**config.mk**
```make
export PLATFORM = sky130hd
export DESIGN_NAME = rx_frame_monitor_flat
export DESIGN_NICKNAME = d
export VERILOG_FILES = /design/src/rtl/l2sw_pkg.sv /design/src/rtl/rx_frame_monitor_if.sv /design/src/rtl/rx_log_fifo.sv /design/src/rtl/rx_frame_monitor.sv /design/src/flat_wrapper.sv
export SDC_FILE = /design/constraint.sdc
export NUM_CORES = 1
export LEC_CHECK = 0
export CORE_ASPECT_RATIO = 0.8
export CORE_UTILIZATION = 33
export CTS_CLUSTER_DIAMETER = 200
export CTS_CLUSTER_SIZE = 8
export DETAILED_ROUTE_END_ITERATION = 16
export GPL_TIMING_DRIVEN = 0
export PLACE_DENSITY = 0.54
export SLEW_MARGIN = 25
export SYNTH_ARGS = -nofsm -noshare
export SYNTH_HDL_FRONTEND = slang
export SYNTH_HIERARCHICAL = 1
export SYNTH_SLANG_ARGS = --single-unit
export TNS_END_PERCENT = 50
```
**constraint.sdc**
```tcl
create_clock -name clk -period 4.2 [get_ports clk]
set_clock_uncertainty 0.2 [all_clocks]
set_input_delay 0.84 -clock clk [delete_from_list [all_inputs] [get_ports clk]]
set_output_delay 0.84 -clock clk [all_outputs]
set_load 0.05 [all_outputs]
```
**src/rtl/l2sw_pkg.sv**
```systemverilog
// Shared constants for the receive monitor: frame layout, MAC map, display FSM encoding.
package l2sw_pkg;

  localparam logic [3:0] SFD   = 4'b0101;
  localparam logic [3:0] MAC_A = 4'hA;
  localparam logic [3:0] MAC_B = 4'hB;
  localparam logic [3:0] MAC_C = 4'hC;
  localparam logic [3:0] MAC_D = 4'hD;

  localparam int SFD_HI = 15;
  localparam int SFD_LO = 12;
  localparam int DST_HI = 11;
  localparam int DST_LO = 8;
  localparam int SRC_HI = 7;
  localparam int SRC_LO = 4;
  localparam int PAY_HI = 3;
  localparam int PAY_LO = 0;

  // log entry = {port[1:0], DST, SRC, PAYLOAD}
  localparam int LOG_W = 14;

  typedef enum logic [1:0] {
    ST_IDLE = 2'd0,
    ST_SHOW = 2'd1,
    ST_HOLD = 2'd2
  } disp_state_t;

  function automatic logic [3:0] port_mac(input logic [1:0] p);
    case (p)
      2'd0:    port_mac = MAC_A;
      2'd1:    port_mac = MAC_B;
      2'd2:    port_mac = MAC_C;
      default: port_mac = MAC_D;
    endcase
  endfunction

endpackage

```
**src/rtl/rx_frame_monitor_if.sv**
```systemverilog
// Receive-side and display-side signal bundle of rx_frame_monitor.
// Error-count signals exist only when RX_MONITOR_ERR_CNT_EN is defined.
interface rx_frame_monitor_if #(
  parameter int NUM_PORTS  = 4,
  parameter int FIFO_DEPTH = 4
);
  logic                            clear;
  logic [NUM_PORTS*16-1:0]         rx_frame;
  logic [NUM_PORTS-1:0]            rx_valid;
  logic                            disp_valid;
  logic [1:0]                      disp_port;
  logic [3:0]                      disp_dst;
  logic [3:0]                      disp_src;
  logic [3:0]                      disp_payload;
  logic [$clog2(FIFO_DEPTH):0]     log_count;
  logic                            overflow;
`ifdef RX_MONITOR_ERR_CNT_EN
  logic [7:0]                      err_sfd_cnt;
  logic [7:0]                      err_dst_cnt;

  modport slave (
    input  clear, rx_frame, rx_valid,
    output disp_valid, disp_port, disp_dst, disp_src, disp_payload,
           log_count, overflow, err_sfd_cnt, err_dst_cnt
  );
  modport master (
    output clear, rx_frame, rx_valid,
    input  disp_valid, disp_port, disp_dst, disp_src, disp_payload,
           log_count, overflow, err_sfd_cnt, err_dst_cnt
  );
`else
  modport slave (
    input  clear, rx_frame, rx_valid,
    output disp_valid, disp_port, disp_dst, disp_src, disp_payload,
           log_count, overflow
  );
  modport master (
    output clear, rx_frame, rx_valid,
    input  disp_valid, disp_port, disp_dst, disp_src, disp_payload,
           log_count, overflow
  );
`endif
endinterface

```
**src/rtl/rx_log_fifo.sv**
```systemverilog
// Synchronous FIFO for accepted frames; DEPTH must be a power of two >= 2.
module rx_log_fifo #(
  parameter int WIDTH = 14,
  parameter int DEPTH = 4
) (
  input  logic                       clk,
  input  logic                       rst,
  input  logic                       flush,
  input  logic                       push,
  input  logic                       pop,
  input  logic [WIDTH-1:0]           wdata,
  output logic [WIDTH-1:0]           rdata,
  output logic                       full,
  output logic                       empty,
  output logic [$clog2(DEPTH):0]     count
);
  localparam int AW = $clog2(DEPTH);

  logic [WIDTH-1:0] mem [DEPTH];
  logic [AW-1:0]    wr_ptr;
  logic [AW-1:0]    rd_ptr;
  logic             do_push;
  logic             do_pop;

  assign full    = (count == (AW+1)'(DEPTH));
  assign empty   = (count == '0);
  assign do_pop  = pop && !empty;
  // a pop frees the slot the same-cycle push needs
  assign do_push = push && (!full || do_pop);
  assign rdata   = mem[rd_ptr];

  always_ff @(posedge clk) begin
    if (rst || flush) begin
      wr_ptr <= '0;
      rd_ptr <= '0;
      count  <= '0;
    end else begin
      if (do_push) begin
        mem[wr_ptr] <= wdata;
        wr_ptr      <= wr_ptr + 1'b1;
      end
      if (do_pop) begin
        rd_ptr <= rd_ptr + 1'b1;
      end
      case ({do_push, do_pop})
        2'b10:   count <= count + 1'b1;
        2'b01:   count <= count - 1'b1;
        default: count <= count;
      endcase
    end
  end

endmodule

```
**src/rtl/rx_frame_monitor.sv**
```systemverilog
// Captures end-device rx frames, filters them by SFD/DST, logs and shows one at a time.
// Define RX_MONITOR_ERR_CNT_EN to add per-cause rejected-frame counters.
//
//   state   | meaning
//   --------+------------------------------------------------
//   ST_IDLE | nothing displayed, waiting for a logged frame
//   ST_SHOW | frame on display, dwell counter running
//   ST_HOLD | dwell expired, last frame kept until next one
module rx_frame_monitor
  import l2sw_pkg::*;
#(
  parameter int         NUM_PORTS    = 4,
  parameter int         FIFO_DEPTH   = 4,
  parameter int         DWELL_CYCLES = 50_000_000,
  parameter logic [3:0] MAC_BASE     = MAC_A
) (
  input  logic               clk,
  input  logic               rst,
  rx_frame_monitor_if.slave  mon
);
  localparam int PW      = $clog2(NUM_PORTS);
  localparam int DWELL_W = $clog2(DWELL_CYCLES);
  localparam int CNT_W   = $clog2(FIFO_DEPTH) + 1;

  disp_state_t            state, state_nx;
  logic [DWELL_W-1:0]     dwell;
  logic [NUM_PORTS-1:0]   rx_valid_d1;
  logic [NUM_PORTS-1:0]   rx_edge;
  logic [NUM_PORTS-1:0]   pend;
  logic [15:0]            pend_frame [NUM_PORTS];
  logic [PW-1:0]          rr_ptr;
  logic [NUM_PORTS-1:0]   grant;
  logic                   grant_any;
  logic [PW-1:0]          grant_idx;
  logic [PW-1:0]          cand;
  logic [15:0]            grant_frame;
  logic                   sfd_ok;
  logic                   dst_ok;
  logic                   accept;
  logic                   fifo_push;
  logic                   fifo_pop;
  logic                   fifo_full;
  logic                   fifo_empty;
  logic [LOG_W-1:0]       fifo_rdata;
  logic [CNT_W-1:0]       fifo_count;
  logic                   fifo_drop;
  logic [1:0]             disp_port;
  logic [3:0]             disp_dst;
  logic [3:0]             disp_src;
  logic [3:0]             disp_pay;
  logic                   overflow;

  assign rx_edge = mon.rx_valid & ~rx_valid_d1;

  // round-robin: search starts at rr_ptr, which points one past the last grant
  always_comb begin
    grant_any = 1'b0;
    grant_idx = rr_ptr;
    grant     = '0;
    cand      = rr_ptr;
    for (int i = 0; i < NUM_PORTS; i++) begin
      cand = rr_ptr + PW'(i);
      if (!grant_any && pend[cand]) begin
        grant_any = 1'b1;
        grant_idx = cand;
      end
    end
    if (grant_any) begin
      grant[grant_idx] = 1'b1;
    end
  end

  assign grant_frame = pend_frame[grant_idx];
  assign sfd_ok      = (grant_frame[SFD_HI:SFD_LO] == SFD);
  assign dst_ok      = (grant_frame[DST_HI:DST_LO] == MAC_BASE + 4'(grant_idx));
  assign accept      = grant_any && sfd_ok && dst_ok;
  assign fifo_push   = accept && !mon.clear;
  assign fifo_drop   = accept && fifo_full && !fifo_pop;

  rx_log_fifo #(
    .WIDTH (LOG_W),
    .DEPTH (FIFO_DEPTH)
  ) u_log_fifo (
    .clk   (clk),
    .rst   (rst),
    .flush (mon.clear),
    .push  (fifo_push),
    .pop   (fifo_pop),
    .wdata ({2'(grant_idx), grant_frame[DST_HI:0]}),
    .rdata (fifo_rdata),
    .full  (fifo_full),
    .empty (fifo_empty),
    .count (fifo_count)
  );

  always_comb begin
    state_nx = state;
    fifo_pop = 1'b0;
    unique case (state)
      ST_IDLE, ST_HOLD: begin
        if (!fifo_empty) begin
          fifo_pop = 1'b1;
          state_nx = ST_SHOW;
        end
      end
      ST_SHOW: begin
        if (dwell == '0) begin
          if (!fifo_empty) begin
            fifo_pop = 1'b1;
          end else begin
            state_nx = ST_HOLD;
          end
        end
      end
      default: state_nx = ST_IDLE;
    endcase
    if (mon.clear) begin
      fifo_pop = 1'b0;
    end
  end

  always_ff @(posedge clk) begin
    if (rst) begin
      state       <= ST_IDLE;
      dwell       <= '0;
      disp_port   <= '0;
      disp_dst    <= '0;
      disp_src    <= '0;
      disp_pay    <= '0;
      rx_valid_d1 <= '0;
      pend        <= '0;
      rr_ptr      <= '0;
      overflow    <= 1'b0;
    end else if (mon.clear) begin
      state       <= ST_IDLE;
      dwell       <= '0;
      disp_port   <= '0;
      disp_dst    <= '0;
      disp_src    <= '0;
      disp_pay    <= '0;
      rx_valid_d1 <= mon.rx_valid;
      pend        <= '0;
      overflow    <= 1'b0;
    end else begin
      state       <= state_nx;
      rx_valid_d1 <= mon.rx_valid;
      // a same-cycle grant and edge leaves the new frame pending
      pend        <= (pend & ~grant) | rx_edge;
      if (grant_any) begin
        rr_ptr <= grant_idx + 1'b1;
      end
      if (fifo_pop) begin
        disp_port <= fifo_rdata[LOG_W-1:LOG_W-2];
        disp_dst  <= fifo_rdata[DST_HI:DST_LO];
        disp_src  <= fifo_rdata[SRC_HI:SRC_LO];
        disp_pay  <= fifo_rdata[PAY_HI:PAY_LO];
        dwell     <= DWELL_W'(DWELL_CYCLES - 1);
      end else if (dwell != '0) begin
        dwell <= dwell - 1'b1;
      end
      if ((|(rx_edge & pend & ~grant)) || fifo_drop) begin
        overflow <= 1'b1;
      end
    end
  end

  always_ff @(posedge clk) begin
    for (int p = 0; p < NUM_PORTS; p++) begin
      if (rx_edge[p]) begin
        pend_frame[p] <= mon.rx_frame[16*p +: 16];
      end
    end
  end

`ifdef RX_MONITOR_ERR_CNT_EN
  logic [7:0] err_sfd_cnt;
  logic [7:0] err_dst_cnt;

  // SFD errors mask DST errors; both counters saturate
  always_ff @(posedge clk) begin
    if (rst || mon.clear) begin
      err_sfd_cnt <= '0;
      err_dst_cnt <= '0;
    end else if (grant_any) begin
      if (!sfd_ok) begin
        if (err_sfd_cnt != 8'hFF) err_sfd_cnt <= err_sfd_cnt + 1'b1;
      end else if (!dst_ok) begin
        if (err_dst_cnt != 8'hFF) err_dst_cnt <= err_dst_cnt + 1'b1;
      end
    end
  end

  assign mon.err_sfd_cnt = err_sfd_cnt;
  assign mon.err_dst_cnt = err_dst_cnt;
`endif

  assign mon.disp_valid   = (state != ST_IDLE);
  assign mon.disp_port    = disp_port;
  assign mon.disp_dst     = disp_dst;
  assign mon.disp_src     = disp_src;
  assign mon.disp_payload = disp_pay;
  assign mon.log_count    = fifo_count;
  assign mon.overflow     = overflow;

endmodule

```
**src/flat_wrapper.sv**
```systemverilog
// flat-port wrapper written by rule: the top's interface ports become plain ports
module rx_frame_monitor_flat import l2sw_pkg::*;
#(
  parameter int         NUM_PORTS    = 4,
  parameter int         FIFO_DEPTH   = 4,
  parameter int         DWELL_CYCLES = 50_000_000,
  parameter logic [3:0] MAC_BASE     = MAC_A
)
  (clk, rst, mon_clear, mon_rx_frame, mon_rx_valid, mon_disp_valid, mon_disp_port, mon_disp_dst, mon_disp_src, mon_disp_payload, mon_log_count, mon_overflow);
  rx_frame_monitor_if #(.NUM_PORTS(NUM_PORTS), .FIFO_DEPTH(FIFO_DEPTH)) mon_i ();
  input  logic clk;
  input  logic rst;
  input wire logic [$bits(mon_i.clear)-1:0] mon_clear;
  input wire logic [$bits(mon_i.rx_frame)-1:0] mon_rx_frame;
  input wire logic [$bits(mon_i.rx_valid)-1:0] mon_rx_valid;
  output wire logic [$bits(mon_i.disp_valid)-1:0] mon_disp_valid;
  output wire logic [$bits(mon_i.disp_port)-1:0] mon_disp_port;
  output wire logic [$bits(mon_i.disp_dst)-1:0] mon_disp_dst;
  output wire logic [$bits(mon_i.disp_src)-1:0] mon_disp_src;
  output wire logic [$bits(mon_i.disp_payload)-1:0] mon_disp_payload;
  output wire logic [$bits(mon_i.log_count)-1:0] mon_log_count;
  output wire logic [$bits(mon_i.overflow)-1:0] mon_overflow;
  assign mon_i.clear = mon_clear;
  assign mon_i.rx_frame = mon_rx_frame;
  assign mon_i.rx_valid = mon_rx_valid;
  assign mon_disp_valid = mon_i.disp_valid;
  assign mon_disp_port = mon_i.disp_port;
  assign mon_disp_dst = mon_i.disp_dst;
  assign mon_disp_src = mon_i.disp_src;
  assign mon_disp_payload = mon_i.disp_payload;
  assign mon_log_count = mon_i.log_count;
  assign mon_overflow = mon_i.overflow;
  rx_frame_monitor #(.NUM_PORTS(NUM_PORTS), .FIFO_DEPTH(FIFO_DEPTH), .DWELL_CYCLES(DWELL_CYCLES), .MAC_BASE(MAC_BASE)) u_core (.clk(clk), .rst(rst), .mon(mon_i));
endmodule
```
==> report_table.html <==
<table>
<tr><th>Metric</th><th>Value</th></tr>
<tr><th colspan="2">Layout</th></tr>
<tr><td>Synth-to-Final Area Change</td><td>25.9%</td></tr>
<tr><td>Final-layout fill cell count</td><td>2053</td></tr>
<tr><td>Share of post-route cells with drive strength above 1</td><td>13.2%</td></tr>
<tr><td>Sequential Area</td><td>4840 um2</td></tr>
<tr><td>Antenna fix cells</td><td>0</td></tr>
<tr><td>Net count reported at finish</td><td>753</td></tr>
<tr><td>Multi-input logic area</td><td>2410 um2</td></tr>
<tr><td>Number of cells in the finished layout apart from fillers</td><td>982</td></tr>
<tr><th colspan="2">Place</th></tr>
<tr><td>Count of input and output buffers</td><td>89</td></tr>
<tr><td>Placer congestion estimate</td><td>0.801</td></tr>
<tr><td>DPL Wire Length</td><td>11.6 mm</td></tr>
<tr><td>Number of cells in the design after placement</td><td>948</td></tr>
<tr><th colspan="2">Run</th></tr>
<tr><td>MaxCap Viol Count</td><td>0</td></tr>
<tr><th colspan="2">Pwr</th></tr>
<tr><td>IR drop worst, VDD</td><td>0.000392 V</td></tr>
<tr><td>Clock power share</td><td>26.7%</td></tr>
<tr><td>Pwr dens</td><td>603 nW/um2</td></tr>
<tr><td>Total internal power</td><td>3.72 mW</td></tr>
<tr><td>Switching Fraction</td><td>33.7%</td></tr>
<tr><td>Relative contribution of combinational cells to total power</td><td>32.9%</td></tr>
<tr><td>Total design power</td><td>5.60 mW</td></tr>
<tr><td>Proportion of power drawn by flip-flops and latches</td><td>40.4%</td></tr>
<tr><td>Static power due to leakage</td><td>3.12 nW</td></tr>
<tr><td>Net load switching power</td><td>1.89 mW</td></tr>
<tr><th colspan="2">Die</th></tr>
<tr><td>Number of top-level pins</td><td>90</td></tr>
<tr><td>Effective utilization at floorplan</td><td>33.9%</td></tr>
<tr><td>Row Count</td><td>48</td></tr>
<tr><td>Height of the die</td><td>136 um</td></tr>
<tr><td>Die Footprint</td><td>23000 um2</td></tr>
<tr><td>Die Span X</td><td>169 um</td></tr>
<tr><td>Area of the core</td><td>21700 um2</td></tr>
<tr><th colspan="2">STA</th></tr>
<tr><td>Worst slew margin relative to its limit</td><td>45.7%</td></tr>
<tr><td>Worst-Margin Slew</td><td>815 ps</td></tr>
<tr><td>Hold violation total from the final report</td><td>0</td></tr>
<tr><td>Peak clock frequency supported by timing</td><td>248 MHz</td></tr>
<tr><td>Final critical-path required period</td><td>4040 ps</td></tr>
<tr><td>Number of slew-limit violations in the final report</td><td>0</td></tr>
<tr><td>Final worst-path cycle share</td><td>96.2%</td></tr>
<tr><td>Final setup violating endpoints</td><td>0</td></tr>
<tr><td>Setup_tns</td><td>0 ps</td></tr>
<tr><th colspan="2">Setup path</th></tr>
<tr><td>Largest stage delay, worst path</td><td>590 ps</td></tr>
<tr><td>Critical path capture point type</td><td>register</td></tr>
<tr><td>CP most frequent cell</td><td>or4_4</td></tr>
<tr><td>Data required time at the worst endpoint</td><td>4350 ps</td></tr>
<tr><td>Worst path cell trace</td><td>or4_4 -&gt; or4_4 -&gt; o41ai_4 -&gt; nand2_2 -&gt; clkinv_2 -&gt; buf_6 -&gt; nor2b_4 -&gt; ha_1 -&gt; inv_1 -&gt; fa_1 -&gt; xor2_1 -&gt; or3_1 -&gt; a21oi_1</td></tr>
<tr><td>Worst path bufs/invs</td><td>3</td></tr>
<tr><td>Family of cells with the greatest summed delay on the critical path</td><td>simple AND/OR/NAND/NOR gates</td></tr>
<tr><td>Maximum fanout along the worst path</td><td>13</td></tr>
<tr><td>CP startpoint kind</td><td>register</td></tr>
<tr><td>Flop2flop setup slack</td><td>160 ps</td></tr>
<tr><td>Critical path class</td><td>register to register</td></tr>
<tr><td>Slowest stage cell on the critical path</td><td>or4_4</td></tr>
<tr><td>Critical path arrival</td><td>4190 ps</td></tr>
<tr><th colspan="2">Clock tree</th></tr>
<tr><td>CTS Buffer Depth</td><td>2</td></tr>
<tr><td>TritonCTS Buffers</td><td>17</td></tr>
<tr><td>H-tree level count</td><td>4</td></tr>
<tr><td>Skew-Pair Late Insertion Delay</td><td>430 ps</td></tr>
<tr><td>CTS sink cnt</td><td>182</td></tr>
<tr><td>Hold buffer count at cts</td><td>0</td></tr>
<tr><td>Clock Root Buffer</td><td>clkbuf_16</td></tr>
<tr><td>Clock edge transition at the registers on the reported setup and hold paths</td><td>70 ps</td></tr>
<tr><td>TritonCTS clock tree</td><td>yes</td></tr>
<tr><th colspan="2">Drt</th></tr>
<tr><td>Via count of the routed design</td><td>4700</td></tr>
<tr><td>ANT nets after route</td><td>0</td></tr>
<tr><td>Post-detailed-route via-to-cell ratio</td><td>4.79</td></tr>
<tr><td>Final routed wire length divided by cell count</td><td>16.4 um</td></tr>
<tr><td>DR iter-0 viols</td><td>371</td></tr>
<tr><td>Remaining DRCs</td><td>0</td></tr>
<tr><td>Total length of routed wires</td><td>16.1 mm</td></tr>
<tr><td>Number of detailed-route iterations in the first pass</td><td>5</td></tr>
<tr><th colspan="2">GRT</th></tr>
<tr><td>Number of global-route vias before repair</td><td>4863</td></tr>
<tr><td>Overall track demand over capacity in global routing</td><td>15.0%</td></tr>
<tr><td>Wire length of the first global-routing pass</td><td>25.8 mm</td></tr>
<tr><td>Number of antenna violations at the first check in global routing</td><td>0</td></tr>
<tr><td>Remaining global-route overflow</td><td>0</td></tr>
<tr><td>Pin count of the biggest net entering global routing</td><td>17</td></tr>
<tr><th colspan="2">Synthesis</th></tr>
<tr><td>Top cells by area in the synthesized netlist</td><td>edfxtp_1 49%, dfxtp_1 17%, mux4_2 4.3%</td></tr>
<tr><td>Synthesized netlist net count</td><td>639</td></tr>
<tr><td>Dominant cell by count in the synthesized netlist</td><td>edfxtp_1</td></tr>
<tr><td>Most common library cells after synthesis</td><td>120 x edfxtp_1, 62 x dfxtp_1, 54 x a21oi_1</td></tr>
<tr><td>Post-Syn Area</td><td>7380 um2</td></tr>
<tr><td>Number of warnings reported in the yosys synthesis log</td><td>6</td></tr>
<tr><td>Proportion of register bits with asynchronous set or reset after synthesis</td><td>0%</td></tr>
<tr><td>Seq cells post-synth</td><td>182</td></tr>
<tr><td>Mapped Cells</td><td>556</td></tr>
<tr><td>Dominant synthesized flop cell</td><td>edfxtp_1</td></tr>
<tr><td>Post-synthesis average cell area</td><td>13.3 um2</td></tr>
<tr><td>Seq/Total Area, Yosys</td><td>65.7%</td></tr>
<tr><td>Largest area contributor in the netlist</td><td>edfxtp_1</td></tr>
<tr><td>Portion of synthesized cell area occupied by the leading cell type</td><td>48.8%</td></tr>
<tr><td>Count of distinct cell types in the synthesized netlist</td><td>64</td></tr>
<tr><td>Number of synthesized flops with an enable pin</td><td>120</td></tr>
<tr><th colspan="2">Min path</th></tr>
<tr><td>Hold Crit Class</td><td>register to register</td></tr>
<tr><th colspan="2">Status</th></tr>
<tr><td>Result of the run</td><td>completed</td></tr>
</table>
[metal layers]
metal	track usage, %	share of wire [%]	vias to the layer above
met2	23.0	44	148
li1	-	-	2288
met3	4.06	5.4	15
met5	0	0	-
met4	5.06	1.3	0
met1	20.5	49	2249
[area by class of cell]
cell class / instances / area share [%]
Clock buffer: 18 / 4.62
Buffer: 18 / 0.876
Inverter: 18 / 0.741
Timing Repair Buffer: 95 / 10.3
Clock inverter: 13 / 1.29
Tap cell: 300 / 4.04
Sequential cell: 182 / 52.2
Multi-Input combinational cell: 338 / 26.0
[worst min-delay path, stage by stage, from the launching register on]
cell and delay, ps:
dfxtp_1 310, nand2_1 50, a21oi_1 50
[worst paths after layout]
check | endpoint | from | depth (start not counted)
setup / recovery | u_core/u_log_fifo/count[2] | u_core/dwell[14] | 13
hold / removal | u_core/mon.disp_src[1] | u_core/mon.disp_src[1] | 2
setup reg to reg | u_core/u_log_fifo/count[2] | u_core/dwell[14] | 13
hold reg to reg | u_core/mon.disp_src[1] | u_core/mon.disp_src[1] | 2
[power by group through the flow]
stage	logic (mW)	clock network, mW	registers [mW]
floorplan	1.43	0	2.26
global placement	1.79	0	2.28
detailed placement	1.82	0	2.30
CTS	1.84	1.55	2.26
global route	2.06	1.61	2.29
finish	1.84	1.50	2.26
[logic make-up (layout without fill, tap and decap cells)]
logic type / after synthesis / in the layout / share of synthesized area (%)
AO/OA/AOI/OAI: 87 / 87 / 7.19
buffers and inverters: 36 / 162 / 2.03
multiplexers: 33 / 33 / 7.00
flip-flops: 182 / 182 / 65.7
AND/OR/NAND/NOR: 182 / 182 / 13.1
adder cells (fa/ha/maj): 12 / 12 / 2.14
XOR/XNOR: 24 / 24 / 2.85
[layout by cell type, fill, tap and decap left out, types with 10 or more instances in the layout]
master	instances
edfxtp_1	120
dfxtp_1	62
nor4_1	12
mux4_2	14
inv_1	16
nor2_1	38
clkbuf_1	11
xnor2_1	12
clkdlybuf4s50_1	89
a21oi_1	54
clkbuf_16	17
nand2_1	51
xor2_1	12
ha_1	11
mux2i_1	10
[state kept, by name, summed over array words and instances, names as in the netlist, 3 cells and up, named ones only]
signal                   flops
u_core/dwell                26
u_core/mon.disp_dst          4
u_core/mon.disp_payload      4
u_core/mon.disp_src          4
u_core/pend                  4
u_core/pend_frame           64
u_core/rx_valid_d1           4
u_core/u_log_fifo/count      3
u_core/u_log_fifo/mem       56
[repair_timing]
item,in CTS,in global routing
setup buffers,0,3
resized for setup,0,5
endpoints found under the setup margin,0,2
[metrics by stage]
stage,cell area (um2),hold WS [ps],setup slack [ps],utilization (%)
finish,9290,259,161,42.7
detailed placement,8690,251,-261,40.0
global placement,8640,252,-197,39.8
CTS,9240,260,51.9,42.5
global route,9290,281,-5.63,42.7
floorplan,7380,259,493,-
Note: power is estimated with default switching activity, not from simulation.
